[src/rtl/alu_arbiter.sv]
// Two-requester round-robin front end for the shared combinational ALU.
// Operand register feeds the ALU; the result is captured per requester one edge later.
module alu_arbiter #(
  parameter int ARCH_BITS = 32,
  parameter int OPC_BITS  = 7
) (
  input  logic                 clk,
  input  logic                 rst,
  input  logic                 req0_valid,
  input  logic [OPC_BITS-1:0]  req0_opcode,
  input  logic [ARCH_BITS-1:0] req0_data1,
  input  logic [ARCH_BITS-1:0] req0_data2,
  output logic                 req0_ready,
  input  logic                 req1_valid,
  input  logic [OPC_BITS-1:0]  req1_opcode,
  input  logic [ARCH_BITS-1:0] req1_data1,
  input  logic [ARCH_BITS-1:0] req1_data2,
  output logic                 req1_ready,
  input  logic                 stall,
  output logic [OPC_BITS-1:0]  alu_opcode,
  output logic [ARCH_BITS-1:0] alu_data1,
  output logic [ARCH_BITS-1:0] alu_data2,
  input  logic [ARCH_BITS-1:0] alu_res,
  output logic                 rsp0_valid,
  output logic [ARCH_BITS-1:0] rsp0_res,
  output logic                 rsp1_valid,
  output logic [ARCH_BITS-1:0] rsp1_res,
  output logic                 busy
);

  localparam int NUM_REQ = 2;

  logic                               rr_last;   // 1: requester 1 was granted last
  logic                               iss_valid;
  logic                               iss_tag;
  logic                               xfer0, xfer1;
  logic [NUM_REQ-1:0]                 rsp_valid;
  logic [NUM_REQ-1:0][ARCH_BITS-1:0]  rsp_res;

  // Grant the requester that did not win last when both contend.
  always_comb begin
    req0_ready = 1'b0;
    req1_ready = 1'b0;
    if (!stall) begin
      req0_ready = req0_valid & (!req1_valid | rr_last);
      req1_ready = req1_valid & (!req0_valid | !rr_last);
    end
  end

  assign xfer0 = req0_valid & req0_ready;
  assign xfer1 = req1_valid & req1_ready;

  always_ff @(posedge clk or negedge rst) begin
    if (!rst) begin
      rr_last    <= 1'b1;
      iss_valid  <= 1'b0;
      iss_tag    <= 1'b0;
      alu_opcode <= '0;
      alu_data1  <= '0;
      alu_data2  <= '0;
    end else if (xfer0) begin
      rr_last    <= 1'b0;
      iss_valid  <= 1'b1;
      iss_tag    <= 1'b0;
      alu_opcode <= req0_opcode;
      alu_data1  <= req0_data1;
      alu_data2  <= req0_data2;
    end else if (xfer1) begin
      rr_last    <= 1'b1;
      iss_valid  <= 1'b1;
      iss_tag    <= 1'b1;
      alu_opcode <= req1_opcode;
      alu_data1  <= req1_data1;
      alu_data2  <= req1_data2;
    end else begin
      iss_valid  <= 1'b0;
    end
  end

  // Result data only moves when its pulse fires, so the last result stays readable.
  always_ff @(posedge clk or negedge rst) begin
    if (!rst) begin
      rsp_valid <= '0;
      rsp_res   <= '0;
    end else begin
      for (int t = 0; t < NUM_REQ; t++) begin
        rsp_valid[t] <= iss_valid & (iss_tag == t[0]);
        if (iss_valid & (iss_tag == t[0]))
          rsp_res[t] <= alu_res;
      end
    end
  end

  assign rsp0_valid = rsp_valid[0];
  assign rsp1_valid = rsp_valid[1];
  assign rsp0_res   = rsp_res[0];
  assign rsp1_res   = rsp_res[1];
  assign busy       = iss_valid;

endmodule

[config.mk]
export PLATFORM = sky130hd
export DESIGN_NAME = alu_arbiter
export DESIGN_NICKNAME = d
export VERILOG_FILES = /design/src/rtl/alu_arbiter.sv
export SDC_FILE = /design/constraint.sdc
export NUM_CORES = 1
export LEC_CHECK = 0
export CORE_MARGIN = 2
export CORE_UTILIZATION = 40
export DETAILED_ROUTE_END_ITERATION = 8
export PLACE_DENSITY = 0.81
export SLEW_MARGIN = 20
export SYNTH_ARGS = -nofsm -noshare
export SYNTH_HDL_FRONTEND = slang
export SYNTH_SLANG_ARGS = --single-unit
[constraint.sdc]
create_clock -name clk -period 2.2 [get_ports clk]
set_input_delay 0.44 -clock clk [delete_from_list [all_inputs] [get_ports clk]]
set_output_delay 0.44 -clock clk [all_outputs]
set_load 0.05 [all_outputs]
==> impl_metrics.sql, run 1 <==
INSERT INTO impl_metrics (metric_group, metric, value, unit) VALUES
('status', 'run_status', 'finished, final reports clean', ''),
('yosys', 'synth-async-reset-ratio', '1.000', ''),
('sta', 'final.period_utilization', '0.9421', ''),
('sta', 'rsz0062_at_grt', 'no', ''),
('critical_path', 'critical_path.endpoint_type', 'primary output', ''),
('yosys', 'yosysSeqAreaShare', '0.5702', ''),
('clocking', 'clock_latency', '0.41', 'ns'),
('clocking', 'tritoncts_clock_tree', 'built', ''),
('critical_path', 'worst_path_required_time', '1.76', 'ns'),
('floorplanning', 'fp.coreArea', '15090', 'sq um'),
('yosys', 'synth_flop_cell', 'sky130_fd_sc_hd__dfrtp_1', ''),
('drt', 'route.final.wire_length', '19320', 'um'),
('yosys', 'syn-mean-instance-area', '11.01', 'sq um'),
('floorplanning', 'effective_utilization_at_floorplan', '0.4073', ''),
('clocking', 'cts_buffer_depth', '2', ''),
('placement', 'cell_count_after_placement', '1025', ''),
('yosys', 'yosys-top-cells-area', 'sky130_fd_sc_hd__dfrtp_1, sky130_fd_sc_hd__mux2_2, sky130_fd_sc_hd__a31oi_1', ''),
('sta', 'finalWorstSetupSlack', '0.1273', 'ns'),
('yosys', 'synth_enable_flop_cells', '0', ''),
('sta', 'slew_limit_headroom', '0.6199', ''),
('drt', 'via_count', '5603', ''),
('placement', 'detailedPlace.worstSlack', '0.1641', 'ns'),
('sta', 'slew_violations', '0', ''),
('critical_path', 'critical_path_peak_fanout', '2', ''),
('floorplanning', 'total_die_area', '16370', 'sq um'),
('yosys', 'synth.largest_area_cell', 'sky130_fd_sc_hd__dfrtp_1', ''),
('sta', 'setup_viol_count_final', '0', ''),
('global_routing', 'grt_max_degree', '72', ''),
('clocking', 'cts.repair.resized', '0', ''),
('yosys', 'synth_area', '6146', 'sq um'),
('drt', 'drc', '0', ''),
('critical_path', 'crit_path_start_kind', 'register', ''),
('sta', 'worst_hold_slack', '0.4880', 'ns'),
('clocking', 'cts_root_buf', 'sky130_fd_sc_hd__clkbuf_16', ''),
('cells_and_area', 'final_layout_size_suffix_gt1_frac', '0.1369', ''),
('clocking', 'clock_sinks', '140', ''),
('hold_path', 'hold_path.class', 'register to register', ''),
('yosys', 'yosysWarnings', '0', ''),
('placement', 'gp_congestion', '0.7795', ''),
('global_routing', 'first_pass_grt_wire_length', '30130', 'um'),
('floorplanning', 'core.rowCount', '45', ''),
('drt', 'dr.first_iter.drc_count', '314', ''),
('critical_path', 'cp_cell_sequence', 'clkdlybuf4s50_1', ''),
('run', 'max-cap-violations', '0', ''),
('cells_and_area', 'final_area', '10040', 'sq um'),
('floorplanning', 'die_height', '128.0', 'um'),
('global_routing', 'first_global_vias', '5558', ''),
('drt', 'post_route_ant_nets', '0', ''),
('critical_path', 'arrival_time_of_data_at_the_critical_path_endpoint', '1.63', 'ns'),
('yosys', 'synth_top_area_share', '0.5660', ''),
('clocking', 'holdBufCountCts', '1', ''),
('sta', 'layout_min_cycle_time', '2.073', 'ns'),
('yosys', 'netlist-cell-type-count', '22', ''),
('power', 'power_per_cell_area', '1092', 'nW/um^2'),
('floorplanning', 'top_level_ports', '319', ''),
('critical_path', 'worst_path_largest_cell_delay', '0.84', 'ns'),
('critical_path', 'crit_slowest_cell', 'sky130_fd_sc_hd__clkdlybuf4s50_1', ''),
('clocking', 'htree_levels', '4', ''),
('drt', 'avgViaCountPerCell', '5.301', ''),
('sta', 'finalHoldViolations', '0', ''),
('placement', 'placement.cell_area', '9430', 'sq um'),
('critical_path', 'cp_num_buf_inv', '1', ''),
('critical_path', 'worst_path_dominant_cell_family', 'buffers and inverters', ''),
('power', 'leakage', '0.003936', 'uW'),
('yosys', 'count_of_mapped_cells_out_of_synthesis', '558', ''),
('sta', 'clock_tree_skew_after_final_layout', '0.006060', 'ns'),
('drt', 'route.detailed.wl_per_inst', '18.28', 'um'),
('cells_and_area', 'layout-area-overhead-vs-synth', '63.29', '%'),
('floorplanning', 'die-width', '128.0', 'um'),
('drt', 'detail_route.first_pass.iterations', '5', ''),
('global_routing', 'gr-total-overflow', '0', '');
layout by cell type (no fill, tap or decap):
cell,n
sky130_fd_sc_hd__buf_4,8
sky130_fd_sc_hd__buf_12,11
sky130_fd_sc_hd__buf_6,1
sky130_fd_sc_hd__nand2b_1,1
sky130_fd_sc_hd__clkbuf_16,17
sky130_fd_sc_hd__o21ai_0,71
sky130_fd_sc_hd__o21ba_4,1
sky130_fd_sc_hd__nand2_1,2
sky130_fd_sc_hd__a31oi_1,71
sky130_fd_sc_hd__nor2b_4,2
sky130_fd_sc_hd__clkinvlp_4,3
sky130_fd_sc_hd__bufinv_16,3
sky130_fd_sc_hd__clkinv_2,2
sky130_fd_sc_hd__nand2b_2,2
sky130_fd_sc_hd__nor2_1,72
sky130_fd_sc_hd__dfstp_2,1
sky130_fd_sc_hd__mux2_2,62
sky130_fd_sc_hd__o21ai_1,2
sky130_fd_sc_hd__nand3_1,71
sky130_fd_sc_hd__clkbuf_1,1
sky130_fd_sc_hd__mux2_1,2
sky130_fd_sc_hd__inv_6,2
sky130_fd_sc_hd__dfrtp_1,139
sky130_fd_sc_hd__a21oi_1,1
sky130_fd_sc_hd__clkdlybuf4s50_1,314
sky130_fd_sc_hd__clkinv_4,3
sky130_fd_sc_hd__or2b_1,1
sky130_fd_sc_hd__and2b_2,1
sky130_fd_sc_hd__dlygate4sd3_1,1
sky130_fd_sc_hd__inv_1,1
routing by layer:
metal	share of wire	track usage	routed length [um]
met5	0	0	0
met4	0.025	0.08145	488
met3	0.092	0.08890	1772
met2	0.50	0.3954	9627
met1	0.38	0.2835	7430
state kept, by name, summed over array words and instances, names as in the netlist, 2 cells and up:
name / cells
rsp_valid: 2
alu_opcode: 7
rsp0_res: 32
alu_data2: 32
alu_data1: 32
rsp1_res: 32
area by class of cell:
cell class | instances | area, sq um
clock buffer | 18 | 429.2
clock inverter | 13 | 166.4
fill | 1156 | 5054
inverter | 1 | 3.754
multi-input combinational | 362 | 2252
sequential | 140 | 3505
tap | 188 | 235.2
timing repair buffer | 335 | 3445
stage by stage:
stage,total power (uW),util
after global placement,8042,0.6250
after floorplan,6320,-
after global routing,11400,0.6651
final,10950,0.6651
after CTS,11050,0.6651
after detailed placement,8115,0.6250
path summary, 6_finish.rpt:
check                               from            end  slack [ns]  cells past startpoint
max reg2reg                      rr_last  alu_data2[10]        0.66                      4
max in group asynchronous            rst        rr_last        0.95                      3
max                        alu_data1[10]  alu_data1[10]        0.13                      1
min in group asynchronous            rst   alu_data1[6]        0.57                      2
min reg2reg                 rsp0_res[26]   rsp0_res[26]        0.49                      1
min                         rsp0_res[26]   rsp0_res[26]        0.49                      1
power breakdown:
| part | total (uW) | internal (uW) | switching [uW] |
|---|---|---|---|
| Sequential | 3450 | 3150 | 304 |
| Clock | 2890 | 1780 | 1110 |
| Combinational | 4610 | 1710 | 2900 |
kinds of logic after synthesis:
group                  Yosys count  share of synthesized area
AO/OA/AOI/OAI                  146                     0.1342
buffers and inverters           56                    0.06779
flip-flops                     140                     0.5702
multiplexers                    64                     0.1173
AND/OR/NAND/NOR                152                     0.1105
(Power assumes the default switching activity.)
==> inputs of run 2 (changes only) <==
Settings changed: CORE_UTILIZATION 40 to 43, PLACE_DENSITY 0.81 to 0.86.
==> run 2 against run 1 <==
Against the previous run: first-iteration DRC count up 8.0%; sequential cell count unchanged; global-route usage up 2.2 points; largest cell class unchanged; non-clock buffer count up 3; utilization up 5.7 points; critical path depth unchanged; largest power group unchanged; via count up 0.84%; sequential share of layout area down 0.078 points; clock skew down 0.0017 ns; critical endpoint is now busy; routed wire length up 1.8%; setup slack worse by 0.049 ns; the flow now finishes with violations (hold timing); final cell count down 0.38%.
==> impl_metrics.sql, run 2 (synthesized netlist as in run 1, its figures left out) <==
INSERT INTO impl_metrics (metric_group, metric, value, unit) VALUES
('status', 'run_status', 'finished, violations left', ''),
('status', 'failed_checks', 'hold timing', ''),
('global_routing', 'global_route.usage.total', '0.2593', ''),
('sta', 'setup_viol_count_final', '0', ''),
('drt', 'via_count', '5650', ''),
('sta', 'clock_tree_skew_after_final_layout', '0.004357', 'ns'),
('sta', 'final.period_utilization', '0.9645', ''),
('clocking', 'htree_levels', '4', ''),
('floorplanning', 'total_die_area', '15260', 'sq um'),
('critical_path', 'critical_path_peak_fanout', '3', ''),
('cells_and_area', 'final_cell_count_no_fill', '1053', ''),
('power', 'power.ir.vdd_worst', '0.5320', 'mV'),
('critical_path', 'worst_path_largest_cell_delay', '0.86', 'ns'),
('cells_and_area', 'final_layout_size_suffix_gt1_frac', '0.1420', ''),
('sta', 'rsz0062_at_grt', 'no', ''),
('placement', 'cell_count_after_placement', '1021', ''),
('critical_path', 'crit_start', 'busy', ''),
('clocking', 'cts_buffer_depth', '2', ''),
('floorplanning', 'die_height', '123.6', 'um'),
('drt', 'post_route_ant_nets', '0', ''),
('drt', 'route.final.wire_length', '19670', 'um'),
('critical_path', 'cp_cell_sequence', 'clkdlybuf4s50_1', ''),
('drt', 'drc', '0', ''),
('sta', 'layout_min_cycle_time', '2.122', 'ns'),
('hold_path', 'hold_path.class', 'primary input to asynchronous set/reset pin', ''),
('critical_path', 'worst_path_dominant_cell_family', 'buffers and inverters', ''),
('clocking', 'cts_post_setup_buffers_inserted', '0', ''),
('placement', 'gp_congestion', '0.8116', ''),
('cells_and_area', 'antenna_diode_count', '0', ''),
('sta', 'timing_worst_slew_pin_value', '0.6050', 'ns'),
('sta', 'finalHoldViolations', '4', ''),
('floorplanning', 'core.rowCount', '43', ''),
('power', 'seq_power_share', '0.316', ''),
('power', 'relative_contribution_of_the_clock_network_to_total_power', '0.259', ''),
('floorplanning', 'die-width', '123.6', 'um'),
('power', 'power.share.combinational', '0.425', ''),
('critical_path', 'reg2reg_depth', '3', ''),
('global_routing', 'first_pass_grt_wire_length', '30150', 'um'),
('clocking', 'cts.repair.resized', '0', ''),
('placement', 'placement.io_buffers', '318', ''),
('critical_path', 'cp_num_buf_inv', '1', ''),
('critical_path', 'crit_path_start_kind', 'register', ''),
('cells_and_area', 'layout-area-overhead-vs-synth', '63.66', '%'),
('sta', 'slew_violations', '0', ''),
('global_routing', 'gr-total-overflow', '0', ''),
('critical_path', 'arrival_time_of_data_at_the_critical_path_endpoint', '1.68', 'ns'),
('drt', 'detail_route.first_pass.iterations', '4', ''),
('drt', 'avgViaCountPerCell', '5.366', ''),
('run', 'max-cap-violations', '0', ''),
('clocking', 'clkTransAtPathRegs', '0.06', 'ns'),
('floorplanning', 'top_level_ports', '319', ''),
('power', 'power_per_cell_area', '1091', 'nW/um^2'),
('drt', 'dr.first_iter.drc_count', '339', ''),
('placement', 'dp_hpwl', '13730', 'um'),
('critical_path', 'cp.depth', '1', ''),
('power', 'internal_power_consumption', '6580', 'uW'),
('critical_path', 'worstReg2RegStart', 'iss_tag', ''),
('critical_path', 'worst-r2r-setup-slack', '0.69', 'ns'),
('clocking', 'tritoncts_clock_tree', 'built', ''),
('clocking', 'clock_latency', '0.41', 'ns'),
('critical_path', 'criticalPathCategory', 'register to primary output', ''),
('global_routing', 'number_of_antenna_violations_at_the_first_check_in_global_routing', '0', ''),
('clocking', 'tritoncts.num_buffers', '17', ''),
('cells_and_area', 'num-nets-final', '1039', ''),
('power', 'share_of_total_power_consumed_by_net_switching', '0.4003', ''),
('critical_path', 'critical_path.reg2reg.endpoint', 'rsp0_res[14]', ''),
('critical_path', 'worst_path_required_time', '1.76', 'ns'),
('power', 'leakage', '0.003956', 'uW'),
('critical_path', 'crit_slowest_cell', 'sky130_fd_sc_hd__clkdlybuf4s50_1', ''),
('global_routing', 'grt_max_degree', '74', ''),
('global_routing', 'first_global_vias', '5667', ''),
('clocking', 'clock_sinks', '140', ''),
('cells_and_area', 'final_cell_mix', 'sky130_fd_sc_hd__clkdlybuf4s50_1, sky130_fd_sc_hd__dfrtp_1, sky130_fd_sc_hd__nor2_1', ''),
('sta', 'finalSetupTns', '0', 'ns'),
('cells_and_area', 'mostFrequentLayoutCell', 'sky130_fd_sc_hd__clkdlybuf4s50_1', ''),
('sta', 'slew_limit_headroom', '0.5954', ''),
('power', 'totalPowerFinal', '10970', 'uW'),
('critical_path', 'critical_path.endpoint_type', 'primary output', ''),
('sta', 'worst_hold_slack', '-0.007065', 'ns'),
('floorplanning', 'effective_utilization_at_floorplan', '0.4411', ''),
('clocking', 'cts_root_buf', 'sky130_fd_sc_hd__clkbuf_16', ''),
('floorplanning', 'fp.coreArea', '13930', 'sq um'),
('drt', 'route.detailed.wl_per_inst', '18.68', 'um'),
('sta', 'max_freq', '0.4713', 'GHz'),
('clocking', 'holdBufCountCts', '0', ''),
('power', 'net_switching_component_of_the_power', '4392', 'uW');
==> run 2: layout make-up <==
class	count	area, sq um
fillers	963	3876
well taps	180	225.2
clock buffers	20	446.7
inverters	1	3.754
repair buffers	338	3487
flip-flops and latches	140	3505
clock inverters	12	138.9
multi-input cells	362	2252
==> run 2: power groups by stage <==
stage / Sequential [uW] / Clock (uW) / Combinational, uW
6_report: 3470 / 2840 / 4670
5_1_grt: 3530 / 2990 / 4870
4_1_cts: 3470 / 2870 / 4690
3_5_place_dp: 3500 / 0 / 4660
3_3_place_gp: 3450 / 0 / 4600
2_1_floorplan: 5460 / 0 / 864
==> run 2: routing by layer <==
layer  share of wire  global-route usage
met1            0.37              0.2894
met5               0                   0
met4           0.032              0.1136
met3            0.11              0.1056
met2            0.49              0.4351
==> run 2: how the worst max path moves through the flow <==
stage / end / slack, ns
CTS: busy / 0.04
finish: busy / 0.08
detailed placement: req1_ready / 0.16
floorplan: req0_ready / 0.22
global route: busy / 0.01
global placement: req1_ready / 0.19
==> run 2: per-stage QoR <==
| step | worst slack (ns) | util | area (sq um) | hold WS (ns) |
|---|---|---|---|---|
| after floorplan | 0.2153 | - | 6146 | 0.1444 |
| after CTS | 0.04036 | 0.7218 | 10060 | 0.002534 |
| after global routing | 0.009808 | 0.7218 | 10060 | 0.02581 |
| after global placement | 0.1877 | 0.6798 | 9473 | 0.4453 |
| final | 0.07800 | 0.7218 | 10060 | -0.007065 |
| after detailed placement | 0.1578 | 0.6798 | 9473 | 0.4489 |
==> inputs of run 3 (changes only) <==
Settings changed: CORE_ASPECT_RATIO set to 0.7, SLEW_MARGIN 20 to 25.
==> run 3 against run 2 <==
Against the previous run: the flow now finishes without violations; largest power group unchanged; clock skew increased by 0.010 ns; sequential share of layout area is 0.19 points higher; register-to-register slack improved by 0.08 ns; sequential cell count unchanged; fmax up 1.4%; highest routed layer unchanged; routed wire length is 0.70% lower; design area shrank 0.55%; combinational power down 1%; critical path depth rose by 3.
==> impl_metrics.sql, run 3 (synthesized netlist as in run 1, its figures left out) <==
INSERT INTO impl_metrics (metric_group, metric, value, unit) VALUES
('drt', 'dr.first_iter.drc_count', '256', ''),
('sta', 'finalHoldViolations', '0', ''),
('clocking', 'cts.repair.resized', '0', ''),
('drt', 'route.detailed.wl_per_inst', '18.39', 'um'),
('global_routing', 'grt_max_degree', '84', ''),
('power', 'seq_power_share', '0.316', ''),
('cells_and_area', 'antenna_diode_count', '0', ''),
('placement', 'detailedPlace.worstSlack', '0.1174', 'ns'),
('global_routing', 'number_of_antenna_violations_at_the_first_check_in_global_routing', '0', ''),
('sta', 'setup_viol_count_final', '0', ''),
('power', 'relative_contribution_of_the_clock_network_to_total_power', '0.260', ''),
('placement', 'gp_congestion', '0.8415', ''),
('sta', 'finalWorstSetupSlack', '0.1075', 'ns'),
('drt', 'via_count', '5565', ''),
('critical_path', 'critical_path_peak_fanout', '4', ''),
('critical_path', 'worst_path_required_time', '1.76', 'ns'),
('clocking', 'clock_sinks', '140', ''),
('drt', 'route.final.wire_length', '19530', 'um'),
('sta', 'layout_min_cycle_time', '2.093', 'ns'),
('global_routing', 'first_pass_grt_wire_length', '30450', 'um'),
('cells_and_area', 'mostFrequentLayoutCell', 'sky130_fd_sc_hd__clkdlybuf4s50_1', ''),
('power', 'leakage', '0.003920', 'uW'),
('sta', 'finalSetupTns', '0', 'ns'),
('floorplanning', 'effective_utilization_at_floorplan', '0.4416', ''),
('floorplanning', 'fp.coreArea', '13920', 'sq um'),
('clocking', 'cts_root_buf', 'sky130_fd_sc_hd__clkbuf_16', ''),
('run', 'max-cap-violations', '0', ''),
('power', 'share_of_total_power_consumed_by_net_switching', '0.4052', ''),
('power', 'power.ir.vdd_worst', '0.6119', 'mV'),
('cells_and_area', 'num-nets-final', '1038', ''),
('clocking', 'cts_buffer_depth', '2', ''),
('status', 'run_status', 'finished, final reports clean', ''),
('cells_and_area', 'final_layout_size_suffix_gt1_frac', '0.1399', ''),
('clocking', 'clkTransAtPathRegs', '0.07', 'ns'),
('global_routing', 'global_route.usage.total', '0.2538', ''),
('sta', 'final.period_utilization', '0.9511', ''),
('critical_path', 'critical_path.endpoint_type', 'primary output', ''),
('clocking', 'tritoncts.num_buffers', '17', ''),
('power', 'internal_power_consumption', '6477', 'uW'),
('critical_path', 'crit_path_start_kind', 'primary input', ''),
('drt', 'drc', '0', ''),
('hold_path', 'hold_path.class', 'primary input to asynchronous set/reset pin', ''),
('global_routing', 'first_global_vias', '5639', ''),
('drt', 'avgViaCountPerCell', '5.240', ''),
('cells_and_area', 'fin_util', '0.7187', ''),
('cells_and_area', 'final_cell_mix', 'sky130_fd_sc_hd__clkdlybuf4s50_1, sky130_fd_sc_hd__dfrtp_1, sky130_fd_sc_hd__nor2_1', ''),
('cells_and_area', 'layout-area-overhead-vs-synth', '62.76', '%'),
('sta', 'timing_worst_slew_pin_value', '0.5906', 'ns'),
('global_routing', 'gr-total-overflow', '0', ''),
('sta', 'rsz0062_at_grt', 'no', ''),
('power', 'power_per_cell_area', '1088', 'nW/um^2'),
('critical_path', 'arrival_time_of_data_at_the_critical_path_endpoint', '1.65', 'ns'),
('critical_path', 'reg2reg_depth', '3', ''),
('power', 'net_switching_component_of_the_power', '4411', 'uW'),
('cells_and_area', 'final_area', '10000', 'sq um'),
('power', 'power.share.combinational', '0.423', ''),
('floorplanning', 'die-width', '146.9', 'um'),
('sta', 'slew_violations', '0', ''),
('sta', 'slew_limit_headroom', '0.6051', ''),
('drt', 'post_route_ant_nets', '0', ''),
('placement', 'placement.io_buffers', '318', ''),
('clocking', 'tritoncts_clock_tree', 'built', ''),
('critical_path', 'criticalPathCategory', 'primary input to primary output', ''),
('critical_path', 'worstReg2RegStart', 'iss_tag', ''),
('critical_path', 'worst-r2r-setup-slack', '0.77', 'ns'),
('placement', 'dp_hpwl', '13860', 'um'),
('clocking', 'clock_latency', '0.41', 'ns'),
('drt', 'detail_route.first_pass.iterations', '4', ''),
('floorplanning', 'core.rowCount', '36', ''),
('floorplanning', 'total_die_area', '15280', 'sq um'),
('floorplanning', 'top_level_ports', '319', ''),
('sta', 'worst_hold_slack', '0.4499', 'ns'),
('sta', 'max_freq', '0.4779', 'GHz'),
('placement', 'placement.cell_area', '9408', 'sq um'),
('clocking', 'htree_levels', '4', ''),
('sta', 'clock_tree_skew_after_final_layout', '0.01438', 'ns'),
('critical_path', 'critical_path.reg2reg.endpoint', 'rsp0_res[3]', ''),
('floorplanning', 'die_height', '104.0', 'um');
==> run 3: final cells by class <==
cell class / count / area, sq um
multi-input combinational: 362 / 2247
fill: 1031 / 3915
clock inverter: 14 / 146.4
inverter: 1 / 3.754
clock buffer: 18 / 439.2
sequential: 140 / 3505
timing repair buffer: 337 / 3425
tap: 190 / 237.7
==> run 3: how the worst max path moves through the flow <==
stage,startpoint,endpoint,cells past startpoint
6_report,stall,req0_ready,4
5_1_grt,req1_valid,req1_ready,4
4_1_cts,stall,req0_ready,4
3_5_place_dp,stall,req0_ready,4
3_3_place_gp,req1_valid,req0_ready,5
2_1_floorplan,stall,req0_ready,4
==> run 3: critical path, stage by stage <==
cell                              delay, ns
sky130_fd_sc_hd__clkdlybuf4s50_1       0.46
sky130_fd_sc_hd__nand2b_2              0.24
sky130_fd_sc_hd__nor2_1                0.26
sky130_fd_sc_hd__buf_4                 0.26
==> run 3: through the flow <==
stage,total power (uW),cells
2_1_floorplan,6320,558
3_3_place_gp,8016,1029
3_5_place_dp,8117,1029
4_1_cts,10970,1062
5_1_grt,11310,1062
6_report,10890,1062
==> run 3: power groups by stage <==
stage,clock (uW),sequential [uW],combinational (uW)
4_1_cts,2890,3450,4640
5_1_grt,3010,3520,4790
6_report,2830,3440,4610
3_5_place_dp,0,3490,4620
3_3_place_gp,0,3440,4570
2_1_floorplan,0,5460,864
==> run 3: timing repair <==
action	4_1_cts	5_1_grt
setup buffers	0	0
endpoints found under the hold margin	20	0
hold buffers	1	0
==> run 3: layer usage <==
layer | global-route usage | routed length, um | part of all wire
met2 | 0.4413 | 9852 | 0.50
met4 | 0.08448 | 422 | 0.022
met1 | 0.3031 | 7734 | 0.40
met5 | 0 | 0 | 0
met3 | 0.07500 | 1517 | 0.078
